### src/rtl/alu_serial_pkg.sv
// alu_serial_pkg
//   Shared types and constants for the bit-serial add/subtract unit.
//   alu_op_e           : opcode encoding on the 'op' port.
//   alu_serial_state_e : control FSM states of alu_serial_addsub.
//   ALU_SERIAL_MAX_WIDTH : upper bound on the WIDTH parameter.
package alu_serial_pkg;

  localparam int unsigned ALU_SERIAL_MAX_WIDTH = 32;

  typedef enum logic {
    ALU_ADD = 1'b0,
    ALU_SUB = 1'b1
  } alu_op_e;

  typedef enum logic [1:0] {
    IDLE  = 2'd0,
    SHIFT = 2'd1,
    DONE  = 2'd2
  } alu_serial_state_e;

endpackage

### src/rtl/alu_serial_addsub_cell.sv
// serial_bit_cell
//   Combinational 1-bit full adder used one bit per clock by
//   alu_serial_addsub.
//   Ports: a, b, cin (in)  -> s (sum), cout (carry out).
module serial_bit_cell (
  input  logic a,
  input  logic b,
  input  logic cin,
  output logic s,
  output logic cout
);

  logic w_p;

  assign w_p  = a ^ b;
  assign s    = w_p ^ cin;
  assign cout = (a & b) | (cin & w_p);

endmodule

### src/rtl/alu_serial_addsub.sv
// alu_serial_addsub
//   Bit-serial WIDTH-bit add/subtract unit. Operands are taken over a
//   valid/ready handshake in IDLE, processed LSB-first through a single
//   serial_bit_cell (one bit per clock in SHIFT), and presented in DONE
//   over a second valid/ready handshake.
//
//   Ports:
//     clk, rst_n            clock, asynchronous active-low reset
//     in_valid / in_ready   operand handshake (in_ready high only in IDLE)
//     a, b, op              operands; op 0 = a+b, 1 = a-b
//     out_valid / out_ready result handshake (out_valid high only in DONE)
//     result, cout          sum/difference mod 2^WIDTH, final carry
//                           (for subtract, cout 1 = no borrow)
//     zero, ovf             result==0, signed overflow; only present when
//                           the macro ALU_SERIAL_FLAGS_EN is defined
module alu_serial_addsub
  import alu_serial_pkg::*;
#(
  parameter int unsigned WIDTH = 8
) (
  input  logic             clk,
  input  logic             rst_n,
  input  logic             in_valid,
  output logic             in_ready,
  input  logic [WIDTH-1:0] a,
  input  logic [WIDTH-1:0] b,
  input  logic             op,
  output logic             out_valid,
  input  logic             out_ready,
  output logic [WIDTH-1:0] result,
  output logic             cout
`ifdef ALU_SERIAL_FLAGS_EN
  ,
  output logic             zero,
  output logic             ovf
`endif
);

  localparam int unsigned CNT_W = $clog2(WIDTH);
  localparam logic [CNT_W-1:0] CNT_LAST = CNT_W'(WIDTH - 1);

  alu_serial_state_e r_state;
  logic [WIDTH-1:0]  r_a_sr;
  logic [WIDTH-1:0]  r_b_sr;
  logic [WIDTH-1:0]  r_res_sr;
  logic [CNT_W-1:0]  r_cnt;
  logic              r_carry;
  logic [WIDTH-1:0]  r_result;
  logic              r_cout;
`ifdef ALU_SERIAL_FLAGS_EN
  logic              r_zero;
  logic              r_ovf;
`endif

  logic             w_sum;
  logic             w_cout;
  logic [WIDTH-1:0] w_res_next;

  serial_bit_cell u_cell (
    .a    (r_a_sr[0]),
    .b    (r_b_sr[0]),
    .cin  (r_carry),
    .s    (w_sum),
    .cout (w_cout)
  );

  // Sum bits enter at the MSB so after WIDTH shifts bit 0 sits at the LSB.
  assign w_res_next = {w_sum, r_res_sr[WIDTH-1:1]};

  always_ff @(posedge clk or negedge rst_n) begin
    if (!rst_n) begin
      r_state  <= IDLE;
      r_a_sr   <= '0;
      r_b_sr   <= '0;
      r_res_sr <= '0;
      r_cnt    <= '0;
      r_carry  <= 1'b0;
      r_result <= '0;
      r_cout   <= 1'b0;
`ifdef ALU_SERIAL_FLAGS_EN
      r_zero   <= 1'b0;
      r_ovf    <= 1'b0;
`endif
    end else begin
      case (r_state)
        IDLE: begin
          if (in_valid) begin
            // Subtract is a + ~b + 1: invert b here, the +1 is the carry-in.
            r_a_sr   <= a;
            r_b_sr   <= (alu_op_e'(op) == ALU_SUB) ? ~b : b;
            r_carry  <= op;
            r_res_sr <= '0;
            r_cnt    <= '0;
            r_state  <= SHIFT;
          end
        end
        SHIFT: begin
          r_res_sr <= w_res_next;
          r_carry  <= w_cout;
          r_a_sr   <= r_a_sr >> 1;
          r_b_sr   <= r_b_sr >> 1;
          r_cnt    <= r_cnt + CNT_W'(1);
          if (r_cnt == CNT_LAST) begin
            // Visible outputs only change here, so they hold between DONEs
            // and never show a partial result.
            r_result <= w_res_next;
            r_cout   <= w_cout;
`ifdef ALU_SERIAL_FLAGS_EN
            r_zero   <= (w_res_next == '0);
            r_ovf    <= r_carry ^ w_cout;
`endif
            r_state  <= DONE;
          end
        end
        DONE: begin
          if (out_ready) begin
            r_state <= IDLE;
          end
        end
        default: r_state <= IDLE;
      endcase
    end
  end

  assign in_ready  = (r_state == IDLE);
  assign out_valid = (r_state == DONE);
  assign result    = r_result;
  assign cout      = r_cout;
`ifdef ALU_SERIAL_FLAGS_EN
  assign zero      = r_zero;
  assign ovf       = r_ovf;
`endif

endmodule

### config.mk
export PLATFORM = sky130hd
export DESIGN_NAME = alu_serial_addsub
export DESIGN_NICKNAME = d
export VERILOG_FILES = /design/src/rtl/alu_serial_pkg.sv /design/src/rtl/alu_serial_addsub_cell.sv /design/src/rtl/alu_serial_addsub.sv
export SDC_FILE = /design/constraint.sdc
export NUM_CORES = 1
export LEC_CHECK = 0
export ABC_AREA = 1
export CORE_ASPECT_RATIO = 0.5
export CORE_MARGIN = 2
export CORE_UTILIZATION = 52
export DETAILED_ROUTE_END_ITERATION = 16
export PLACE_DENSITY_LB_ADDON = 0.3
export RECOVER_POWER = 25
export SKIP_CTS_REPAIR_TIMING = 1
export SYNTH_ARGS = -nofsm -noshare
export SYNTH_HDL_FRONTEND = slang
export SYNTH_SLANG_ARGS = --single-unit
### constraint.sdc
create_clock -name clk -period 1.5 [get_ports clk]
set_input_delay 0.375 -clock clk [delete_from_list [all_inputs] [get_ports clk]]
set_output_delay 0.375 -clock clk [all_outputs]
set_load 0.01 [all_outputs]
# Word-level counts from Yosys, hierarchy flattened
# Cells that the tools add are included.
word_totals:
  word_cells: 41
  in_bits: 21
  register_bits: 39
op_classes:
  n_bitwise: 6
  addsub: 1
  n_reduce_logical: 5
  n_eq_ne: 6
  muxes: 15
op_table:
  columns: ["op", "count"]
  rows:
  - ["8-bit one-hot mux with 2 select lines", 3]
  - ["8-bit two-way mux", 4]
  - ["8-bit NOT", 1]
  - ["2-bit two-way mux", 3]
  - ["2-bit one-hot mux with 3 select lines", 1]
  - ["3-bit one-hot mux with 2 select lines", 1]
  - ["2-bit inequality test (second input constant)", 2]
  - ["2-bit AND reduction", 2]
  - ["3-bit by 1-bit adder with 3-bit output (second input constant)", 1]
  - ["3-bit == test (second input constant)", 1]
  - ["3-bit two-way mux", 1]
  - ["3-bit AND reduction", 1]
  - ["1-bit AND", 2]
  - ["2-bit by 1-bit == test with 1-bit output (second input constant)", 1]
  - ["2-bit == test (second input constant)", 1]
  - ["2-bit zero test", 1]
  - ["2-bit by 1-bit inequality test with 1-bit output (second input constant)", 1]
  - ["1-bit one-hot mux with 2 select lines", 1]
  - ["2-bit nonzero test", 1]
  - ["1-bit bitwise XOR", 2]
  - ["1-bit two-way mux", 1]
  - ["1-bit OR", 1]

# Depth between registers and ports, before layout
# Gate-level depths: netlist (run 1).
depth:
  depth_word: 4
  ltp_mapped: 6
  ltp_nobuf: 5

# By module
# From an unflattened synthesis (run 1), not the netlist that was laid out.
unflattened:
  cells_unflattened: 214
  area_unflattened_um2: 1881.8
modules_own_cells:
  columns: ["mod", "area_each_um2", "n_inst", "seq_area_each_um2", "cells_each"]
  rows:
  - ["alu_serial_addsub", 1861.8, 1, 950.9, 213]
  - ["serial_bit_cell", 20.0, 1, 0.0, 1]

# Worst setup path after synthesis (run 1)
# OpenSTA, ideal clock, no wires.
synth_timing:
  path_kind: "register to register"
  startpoint: "register r_cnt[0]"
  endpoint: "register r_state[1]"
  setup_slack_ps: 250
  period_less_slack_ps: 1250
  t_required_ps: 1371
  stages_incl_launch_ff: 6
  setup_time_ps: 129
  t_arrival_ps: 1122
  cell_sequence: "dfrtp_1 ha_1 ha_1 nand2_4 buf_6 o31ai_1"
synth_between:
  elab_chain_cells: 3
synth_lines:
  columns: ["item", "line_no", "source"]
  rows:
  - ["start, declared", "alu_serial_addsub.sv:46", "logic [CNT_W-1:0] r_cnt;"]
  - ["start signal, assigned", "alu_serial_addsub.sv:102", "r_cnt <= r_cnt + CNT_W'(1);"]
  - ["3-bit == test", "alu_serial_addsub.sv:103", "if (r_cnt == CNT_LAST) begin"]
  - ["2-bit inequality test (no line)", null, null]
  - ["3-bit AND reduction (no line)", null, null]
  - ["end signal, assigned", "alu_serial_addsub.sv:112", "r_state <= DONE;"]
  - ["end signal, assigned", "alu_serial_addsub.sv:117", "r_state <= IDLE;"]
  - ["end signal, assigned", "alu_serial_addsub.sv:120", "default: r_state <= IDLE;"]
  - ["end, declared", "alu_serial_addsub.sv:42", "alu_serial_state_e r_state;"]
# Every way passes these cells.
# A chain may end at the register's enable or synchronous reset.

# Worst setup path after layout (run 1)
layout_timing:
  startpoint: "register r_state[0]"
  endpoint: "output out_valid"
layout_between:
  elab_chain_cells: 1
layout_lines:
  columns: ["item", "line_no", "source"]
  rows:
  - ["start signal, assigned", "alu_serial_addsub.sv:72", "r_state <= IDLE;"]
  - ["start signal, assigned", "alu_serial_addsub.sv:94", "r_state <= SHIFT;"]
  - ["start signal, assigned", "alu_serial_addsub.sv:112", null]
  - ["2-bit == test", "alu_serial_addsub.sv:126", "assign out_valid = (r_state == DONE);"]
  - ["end, declared", "alu_serial_addsub.sv:28", "output logic out_valid,"]
# Every way passes these cells.

==> results of run 1 <==
-- metal layers --
| metal | share of wire | track usage | up-vias |
|---|---|---|---|
| met3 | 0.051 | 0.04891 | 2 |
| met5 | 0 | 0 | - |
| met2 | 0.48 | 0.3420 | 44 |
| met4 | 0.0046 | 0.04615 | 0 |
| li1 | - | - | 764 |
| met1 | 0.46 | 0.2345 | 726 |
-- flip-flops by register name, summed over array words and instances, names as in the netlist --
register / cells
cout: 1
r_cnt: 3
r_carry: 1
result: 8
r_b_sr: 8
r_state: 2
r_res_sr: 7
r_a_sr: 8
-- cells in the mapped netlist (all sizes together) --
master,n,area share
dfrtp,38,0.53
buf,10,0.037
ha,2,0.014
nand3,53,0.15
fa,1,0.011
o31ai,1,0.0042
xor2,1,0.0049
o22ai,1,0.0035
nand2,69,0.15
nor2,4,0.015
inv,17,0.035
o21ai,13,0.049
-- worst reg2reg max path, delay by kind of cell (launching register included) --
kind | cells | cell delay (ns)
adders and majority gates | 2 | 0.44
DFF | 1 | 0.40
and+or+nand+nor | 2 | 0.32
AOI/OAI and AO/OA | 1 | 0.06
-- through the flow --
step                        util  std cells  hold slack (ns)  instance area [µm²]  total power [µW]
final                     0.6881        293           0.3071                 2325              3918
after global routing      0.6881        293           0.3890                 2325              4216
after CTS                 0.6841        293          0.05460                 2311              3985
after detailed placement  0.6570        285           0.3586                 2220              3267
after global placement    0.6570        285           0.3500                 2220              3202
after floorplan                -        210          0.07941                 1800              2661
-- worst paths after layout --
check	startpoint	endpoint	slack, ns	cells past startpoint
max	r_state[0]$_DFFE_PN0P_	out_valid	0.12	2
min	rst_n	r_b_sr[3]$_DFFE_PN0P_	0.31	2
max reg2reg	r_cnt[0]$_DFFE_PN0P_	result[5]$_DFFE_PN0P_	0.21	5
min reg2reg	result[4]$_DFFE_PN0P_	result[4]$_DFFE_PN0P_	0.48	2
max in group asynchronous	rst_n	r_state[0]$_DFFE_PN0P_	0.57	2
min in group clk	result[4]$_DFFE_PN0P_	result[4]$_DFFE_PN0P_	0.48	2
-- report_power, final --
| group | total (µW) | switching [µW] | internal (µW) | leakage (µW) |
|---|---|---|---|---|
| Combinational | 1540 | 848 | 689 | 0.000779 |
| Sequential | 1680 | 239 | 1440 | 0.000496 |
| Clock | 703 | 332 | 371 | 0.0000482 |
-- cells by family (layout without fill, tap and decap cells) --
family          after synthesis  count (layout)  share of synthesized area
simple gates                126             126                     0.3134
flops                        38              38                     0.5281
buf+inv                      27              68                    0.07227
compound gates               15              15                    0.05629
fa+ha+maj                     3               3                    0.02502
xor+xnor                      1               1                   0.004865
-- layout make-up --
cell class              count  area (µm²)
multi-input cells         145       719.4
repair buffers             43       445.4
clock buffers               7       86.33
clock inverters             1       5.005
well taps                  42       52.55
fillers                   277        1054
inverters                  17       63.81
flip-flops and latches     38       952.2
==> summary.md, run 1 <==
| Metric | Value |
|---|---|
| Vias in the first global route | around 1300 |
| Slew Limit Headroom | 0.3866 |
| Fmax | 0.7249 GHz |
| Chip Height | 45.61 µm |
| Worst-Margin Slew | approximately 0.9 ns |
| Routed Antenna Nets | 0 |
| Clk slew on worst S/H paths | roughly 0.070 ns |
| H-tree levels | 2 |
| Crit Path Class | flop to primary output |
| Drt total wl | 3499 µm |
| Ys Warns | 0 |
| Crit path max-delay family | flip-flops |
| Clock buffer count from CTS | 5 |
| RSZ-0062 raised after global routing | false |
| Setup ws final | 0.1205 ns |
| Final Max Tran Viols | 0 |
| Site row count | 15 |
| Area delta synth->final | 29.12% |
| Die footprint | 3978 µm² |
| Initial core utilization | 0.5330 |
| Final HPWL from detailed placement | 2377 µm |
| Mapped Cells | 210 |
| Starting DRT DRC Count | 85 |
| Critical path peak fanout | 5 |
| Leak pwr | about 0.0013 µW |
| Final min period | ~1.4 ns |
| Initial antenna violation count | 0 |
| # nets final | 274 |
| Largest net degree at the start of global routing | 39 |
| Clk_lat worst skew | 0.28 ns |
| IR Drop Worst-Case VDD | 639.3 µV |
| Syn avg cell area | 8.574 µm² |
| Syn_nets | 234 |
| Power per Cell Area | 1685 nW/µm² |
| Most frequent cells in the layout | nand2_1, nand3_1, dfrtp_1 |
| CTS tree | done |
| GRT Util Overall | 0.1894 |
| Crit path largest cell delay | 0.44 ns |
| Worst path arrival time | 1.00 ns |
| Clk sinks | 38 |
| Ant. Diodes | 0 |
| Drt via density | 5.242 |
| Commonest non-fill, non-tap cell in the layout | nand2_1 |
| Critical Path Source Type | flop |
| Final setup TNS | 0 ns |
| Count of final setup violators | 0 |
| Critical path cell sequence | nor2_1, dlymetal6s2s_1 |
| Input/output buffers | 31 |
| DR WL/cell | about 12 µm |
| Number of remaining DRC errors | 0 |
| Hold Fails Final Rpt | 0 |
| Die W | 87.22 µm |
| GRT overflow | 0 |
| CTS Root Cell | clkbuf_8 |
| CP bufs+invs | 1 |
| Post-Syn Area | 1800 µm² |
| CP Capture Type | primary output |
| Layout cells sized above 1 | 0.1394 |
| Drt first pass iters | 4 |
| Area of the core | 3378 µm² |
| Vias | 1536 |
| Max cap viols | 0 |
| Dpl ws | -0.01010 ns |
| First-pass GRT wire length | 5747 µm |
| Distinct cell type count after synthesis | 20 |
| Req. time, crit path | 1.12 ns |
| RD Place Congestion | 0.7866 |
| Status | finished clean |
| Sequential area share after synthesis | 0.5281 |
| Clock tree buffer depth | 2 |
| Io pins | 32 |
| Slowest-stage cell, CP | dfrtp_2 |
| #FFs+latches synth | 38 |
| Final period util | 0.9196 |
| Worst Hold Class | primary input to async pin |
| Skew final | around 0.003 ns |
Power figures use the tool's default switching activity.
==> run 2: changes to the inputs <==
--- a/config.mk
+++ b/config.mk
@@ -8,11 +8,12 @@
 export ABC_AREA = 1
 export CORE_ASPECT_RATIO = 0.5
 export CORE_MARGIN = 2
-export CORE_UTILIZATION = 52
+export CORE_UTILIZATION = 47
 export DETAILED_ROUTE_END_ITERATION = 16
 export PLACE_DENSITY_LB_ADDON = 0.3
 export RECOVER_POWER = 25
 export SKIP_CTS_REPAIR_TIMING = 1
 export SYNTH_ARGS = -nofsm -noshare
 export SYNTH_HDL_FRONTEND = slang
+export SYNTH_HIERARCHICAL = 1
 export SYNTH_SLANG_ARGS = --single-unit
==> constraint.sdc (replaced) <==
create_clock -name clk -period 1.15 [get_ports clk]
set_input_delay 0.2875 -clock clk [delete_from_list [all_inputs] [get_ports clk]]
set_output_delay 0.2875 -clock clk [all_outputs]
set_load 0.01 [all_outputs]
==> run 2 against run 1 <==
Compared with the run above:
- the flow now finishes with violations (negative setup slack)
- largest power group is now combinational logic
- die area increased by 15%
- area after synthesis is 4.5% higher
- final area increased by 19%
- via count up 6.6%
==> summary.md, run 2 <==
| Metric | Value |
|---|---|
| Clk sinks | 38 |
| First-pass GRT wire length | 6072 µm |
| Initial core utilization | 0.4870 |
| Clock buffer count from CTS | 5 |
| Most frequent cells in the layout | nand2_1, dfrtp_1, nand3_2 |
| Final setup TNS | -4.808 ns |
| Syn avg cell area | just under 9 µm² |
| Dpl ws | -0.3240 ns |
| R2R Setup Slk | -0.18 ns |
| Critical path peak fanout | 3 |
| Clock tree buffer depth | 2 |
| Max cap viols | 0 |
| Chip Height | 48.75 µm |
| Failing checks | negative setup slack |
| Clk slew on worst S/H paths | 0.07 ns |
| Synth area leaders | dfrtp_1, nand3_1, nand2_1, buf_6, inv_1 |
| Die footprint | 4557 µm² |
| Layout cells sized above 1 | 0.3407 |
| Initial antenna violation count | 0 |
| Synth top cells by count | nand2_1, nand3_1, dfrtp_1, inv_1, buf_6 |
| Skew final | about 0.0026 ns |
| Post-DP Area | 2316 µm² |
| Hold Fails Final Rpt | 0 |
| Area delta synth->final | 47.34% |
| Fmax | 0.6847 GHz |
| CP Capture Type | primary output |
| #FFs+latches synth | 38 |
| CTS Root Cell | clkbuf_8 |
| Drt via density | 5.052 |
| Final min period | 1.461 ns |
| H-tree levels | 2 |
| Routed Antenna Nets | 0 |
| Count leader, synth | nand2_1 |
| Clk_lat worst skew | 0.28 ns |
| Final period util | 1.270 |
| Leak pwr | 0.001496 µW |
| Final Max Tran Viols | 0 |
| Area leader, netlist | dfrtp_1 |
| Worst-Margin Slew | 0.5204 ns |
| Area of the core | 3864 µm² |
| IR Drop Worst-Case VDD | 924.9 µV |
| Slew Limit Headroom | 0.6531 |
| Final HPWL from detailed placement | 2590 µm |
| Sequential area share after synthesis | 0.5053 |
| Final instance area | 2773 µm² |
| GRT overflow | 0 |
| Distinct cell type count after synthesis | 26 |
| Commonest non-fill, non-tap cell in the layout | nand2_1 |
| Drt total wl | 4451 µm |
| Syn_nets | 238 |
| CTS tree | done |
| Ys Warns | 6 |
| Synth top area share | 0.5053 |
| Vias | 1637 |
| Site row count | 16 |
| Worst path arrival time | 1.17 ns |
| Vias in the first global route | 1377 |
| Status | finished, violations left |
| Io pins | 32 |
| RSZ-0062 raised after global routing | true |
| Drt first pass iters | 4 |
| Post-synth ARST share | 1.000 |
| Die W | around 93 µm |
| # nets final | 293 |
| DR WL/cell | 13.74 µm |
| Crit Path Class | flop to primary output |
| Starting DRT DRC Count | 50 |
| Post-Syn Area | around 1900 µm² |
| Number of remaining DRC errors | 0 |
| Req. time, crit path | ~0.86 ns |
| Setup ws final | -0.3105 ns |
| Input/output buffers | 31 |
| Number of flops mapped to enable cells by yosys | 0 |
| Critical Path Source Type | flop |
| Mapped Cells | 214 |
| Power per Cell Area | 2169 nW/µm² |
| Largest net degree at the start of global routing | 39 |
| Count of final setup violators | 40 |
| Worst Hold Class | flop to flop |
| Ys flop type | dfrtp_1 |
| GRT Util Overall | 0.1690 |
| Ant. Diodes | 0 |
| RD Place Congestion | 0.7978 |
## run 2: cell count changes in the layout (fill, tap and decap cells not counted), moves of 3 or more
cell,previous run,this run
inv_1,15,11
nand2_1,66,72
nand2_8,0,3
buf_4,9,18
nand3_1,53,20
nand3_2,0,34
o21ai_1,0,4
buf_6,0,3
o21ai_0,7,0
## run 2: kinds of logic after synthesis
group	after synthesis	synth area share
fa+ha+maj	3	0.02393
compound gates	9	0.03125
buf+inv	26	0.09640
simple gates	137	0.3384
xor+xnor	1	0.004655
flops	38	0.5053
## run 2: final timing paths
| kind | to | startpoint | cells past startpoint |
|---|---|---|---|
| setup / recovery | in_ready | r_state[1]$_DFFE_PN0P_ | 3 |
| hold / removal | result[0]$_DFFE_PN0P_ | result[0]$_DFFE_PN0P_ | 2 |
| max in group asynchronous | r_state[1]$_DFFE_PN0P_ | rst_n | 3 |
| hold reg to reg | result[0]$_DFFE_PN0P_ | result[0]$_DFFE_PN0P_ | 2 |
| setup reg to reg | r_b_sr[2]$_DFFE_PN0P_ | r_state[1]$_DFFE_PN0P_ | 7 |
| min in group asynchronous | r_b_sr[3]$_DFFE_PN0P_ | rst_n | 3 |
## run 2: layout make-up
type                       instances  area (µm²)
clock buffer                       7       86.33
clock inverter                     1       5.005
fill                             283        1091
inverter                          14       55.05
multi-input combinational        151        1002
sequential                        38       952.2
tap                               54       67.56
timing repair buffer              59       604.3
## run 2: through the flow
stage / instances / utilization / power (µW) / hold slack [ns]
detailed placement: 304 / 0.5994 / 4432 / 0.2661
floorplan: 214 / - / 3694 / -0.008091
finish: 324 / 0.7176 / 6013 / 0.4688
CTS: 312 / 0.6231 / 5363 / -0.03609
global route: 324 / 0.7176 / 6424 / 0.4948
global placement: 304 / 0.5994 / 4342 / 0.2639
## run 2: critical path, cell delays in order, from the launching register on
cell and delay (ns):
dfrtp_2 0.47, buf_4 0.15, nor2_2 0.12, buf_2 0.15
## run 2: where the power goes
group / total [µW] / switching [µW] / internal, µW
logic: 2810 / 1520 / 1290
clock network: 932 / 448 / 484
registers: 2270 / 395 / 1880
## run 2: layer usage
| layer | global-route usage | up-vias | wire, µm |
|---|---|---|---|
| li1 | - | 808 | - |
| met1 | 0.2264 | 773 | 1931 |
| met2 | 0.2782 | 52 | 2222 |
| met3 | 0.04517 | 4 | 258 |
| met4 | 0.03676 | 0 | 38 |
| met5 | 0 | - | 0 |
==> run 3: changes to the inputs <==
--- a/config.mk
+++ b/config.mk
@@ -15,5 +15,4 @@
 export SKIP_CTS_REPAIR_TIMING = 1
 export SYNTH_ARGS = -nofsm -noshare
 export SYNTH_HDL_FRONTEND = slang
-export SYNTH_HIERARCHICAL = 1
 export SYNTH_SLANG_ARGS = --single-unit
==> run 3 against run 2 <==
Compared with the run above:
- the run still ends with negative setup slack left
- critical path depth rose by 4
- largest cell class unchanged
- critical path type is now flop to flop
- worst hold slack improved by 0.032 ns
- die area is 4.1% lower
- global-route usage grew 1.4 points
- non-clock buffer count is 6 higher
- final area rose by 9.0%
==> summary.md, run 3 (synthesis gave the netlist of run 1 again) <==
| Metric | Value |
|---|---|
| Clock buffer count from CTS | 5 |
| CP Capture Type | flop |
| First-pass GRT wire length | around 6000 µm |
| Fmax | 0.7133 GHz |
| Drt total wl | 6483 µm |
| Commonest non-fill, non-tap cell in the layout | dfrtp_1 |
| Critical path peak fanout | 8 |
| DR WL/cell | 20.07 µm |
| Die W | 91.53 µm |
| Net switching power | 3150 µW |
| Clock power frac | 0.124 |
| R2R Path End | cout$_DFFE_PN0P_ |
| Drt via density | 5.731 |
| IR Drop Worst-Case VDD | 885.2 µV |
| Skew final | 0.007604 ns |
| Worst-Margin Slew | ~0.52 ns |
| R2R Setup Slk | -0.25 ns |
| Final min period | around 1.4 ns |
| Most frequent cells in the layout | dfrtp_1, nand2_1, nand3_2 |
| Worst Hold Class | flop to flop |
| Power per Cell Area | 2442 nW/µm² |
| Slowest-stage cell, CP | dfrtp_1 |
| Chip Height | approximately 48 µm |
| Area delta synth->final | 67.82% |
| Hold Fails Final Rpt | 0 |
| Initial antenna violation count | 0 |
| P_int | 4229 µW |
| Critical path cell sequence | buf_6, inv_6, nor2_4, buf_6, nand2_8, nand2_2, nand2_1 |
| Vias in the first global route | approximately 1400 |
| Final Max Tran Viols | 0 |
| Critical Path Source Type | flop |
| Area of the core | 3547 µm² |
| Failing checks | negative setup slack |
| CP bufs+invs | 3 |
| Filler cell count | roughly 160 |
| Routed Antenna Nets | 0 |
| Vias | 1851 |
| Clock tree buffer depth | 2 |
| Crit Path Class | flop to flop |
| Final HPWL from detailed placement | ~2600 µm |
| Layout cells sized above 1 | 0.4890 |
| Final period util | 1.219 |
| Input/output buffers | 31 |
| Initial core utilization | 0.5076 |
| Clk_lat worst skew | 0.28 ns |
| Site row count | 15 |
| Crit path largest cell delay | 0.44 ns |
| RSZ-0062 raised after global routing | true |
| CTS Root Cell | clkbuf_8 |
| Combinational fraction of design power | 0.553 |
| Worst R2R Path Depth | 7 |
| Count of final setup violators | 39 |
| Endpoint of the worst hold path | result[0]$_DFFE_PN0P_ |
| Tot Pwr | 7379 µW |
| Cell mode on critical path | buf_6 |
| RD Place Congestion | 0.7557 |
| Clk sinks | 38 |
| Status | finished, violations left |
| Max cap viols | 0 |
| Setup ws final | -0.2520 ns |
| Seq. cell area | 950.9 µm² |
| Starting DRT DRC Count | 151 |
| Crit path max-delay family | simple AND/OR/NAND/NOR gates |
| GRT overflow | 0 |
| Clk slew on worst S/H paths | 0.07 ns |
| Die footprint | 4372 µm² |
| Multi-input logic area | around 1200 µm² |
| H-tree levels | 2 |
| Hold path depth | 2 |
| Leak pwr | 0.001510 µW |
| Req. time, crit path | 1.31 ns |
| Worst path arrival time | 1.56 ns |
| Number of remaining DRC errors | 0 |
| CTS tree | done |
| Reg-to-reg critical path startpoint | r_state[0]$_DFFE_PN0P_ |
| Final setup TNS | -5.567 ns |
| Io pins | 32 |
| Hold Startpoint | result[0]$_DFFE_PN0P_ |
| Sequential power share | 0.323 |
| Hold_ws | 0.5005 ns |
| Sw frac | 0.4268 |
| Ant. Diodes | 0 |
| Largest net degree at the start of global routing | 39 |
| # nets final | 297 |
| Slew Limit Headroom | 0.6508 |
| Drt first pass iters | 4 |
| GRT Util Overall | 0.1834 |
run 3: cell types whose count changed in the layout (fill, tap and decap cells not counted), sizes merged:
cell           before  now
clkbuf              9   21
dlymetal6s2s        9    2
nand2              77   70
o21ai               8   13
inv                14   17
nand3              56   53
buf                28   29
clkdlybuf4s50      19   18
clkinv              1    0
nor2                5    4
o22ai               0    1
run 3: power groups by stage:
stage               sequential [µW]  clock, µW  combinational [µW]
floorplan                      2220          0                1290
global placement               2180          0                2140
detailed placement             2200          0                2220
CTS                            2180        902                2230
global route                   2420        989                4240
finish                         2390        914                4080
run 3: routing by layer:
layer,GRT usage,up-vias,wire (µm)
met3,0.04252,33,545
li1,-,816,-
met4,0.1030,0,313
met1,0.2198,882,2524
met5,0,-,0
met2,0.3265,120,3100
run 3: how the worst max path moves through the flow:
stage / startpoint / endpoint / slack (ns) / depth (start not counted)
floorplan: r_cnt[0]$_DFFE_PN0P_ / r_state[1]$_DFFE_PN0P_ / 0.005 / 5
global placement: in_valid / r_b_sr[1]$_DFFE_PN0P_ / -0.22 / 6
detailed placement: in_valid / r_b_sr[0]$_DFFE_PN0P_ / -0.24 / 6
finish: r_state[0]$_DFFE_PN0P_ / cout$_DFFE_PN0P_ / -0.25 / 7
global route: r_state[0]$_DFFE_PN0P_ / cout$_DFFE_PN0P_ / -0.27 / 7
CTS: r_state[1]$_DFFE_PN0P_ / in_ready / -0.52 / 2
run 3: cell type report:
class,count,area share
Clock buffer,6,0.02733
Inverter,17,0.02277
Multi-Input combinational cell,146,0.3830
Sequential cell,38,0.3147
Tap cell,51,0.02112
Timing Repair Buffer,65,0.2311
run 3: per-stage QoR:
step                      setup slack, ns  area (µm²)  std cells    util
final                             -0.2520        3022        323  0.8519
after global routing              -0.2736        3022        323  0.8519
after CTS                         -0.5225        2371        305  0.6684
after detailed placement          -0.2431        2288        299  0.6452
after global placement            -0.2174        2288        299  0.6452
after floorplan                  0.005363        1815        210       -
run 3: worst reg2reg max path, stage by stage (launching register included):
cell and delay [ns]:
dfrtp_1 0.44, buf_6 0.17, inv_6 0.05, nor2_4 0.23, buf_6 0.16, nand2_8 0.09
nand2_2 0.08, nand2_1 0.06
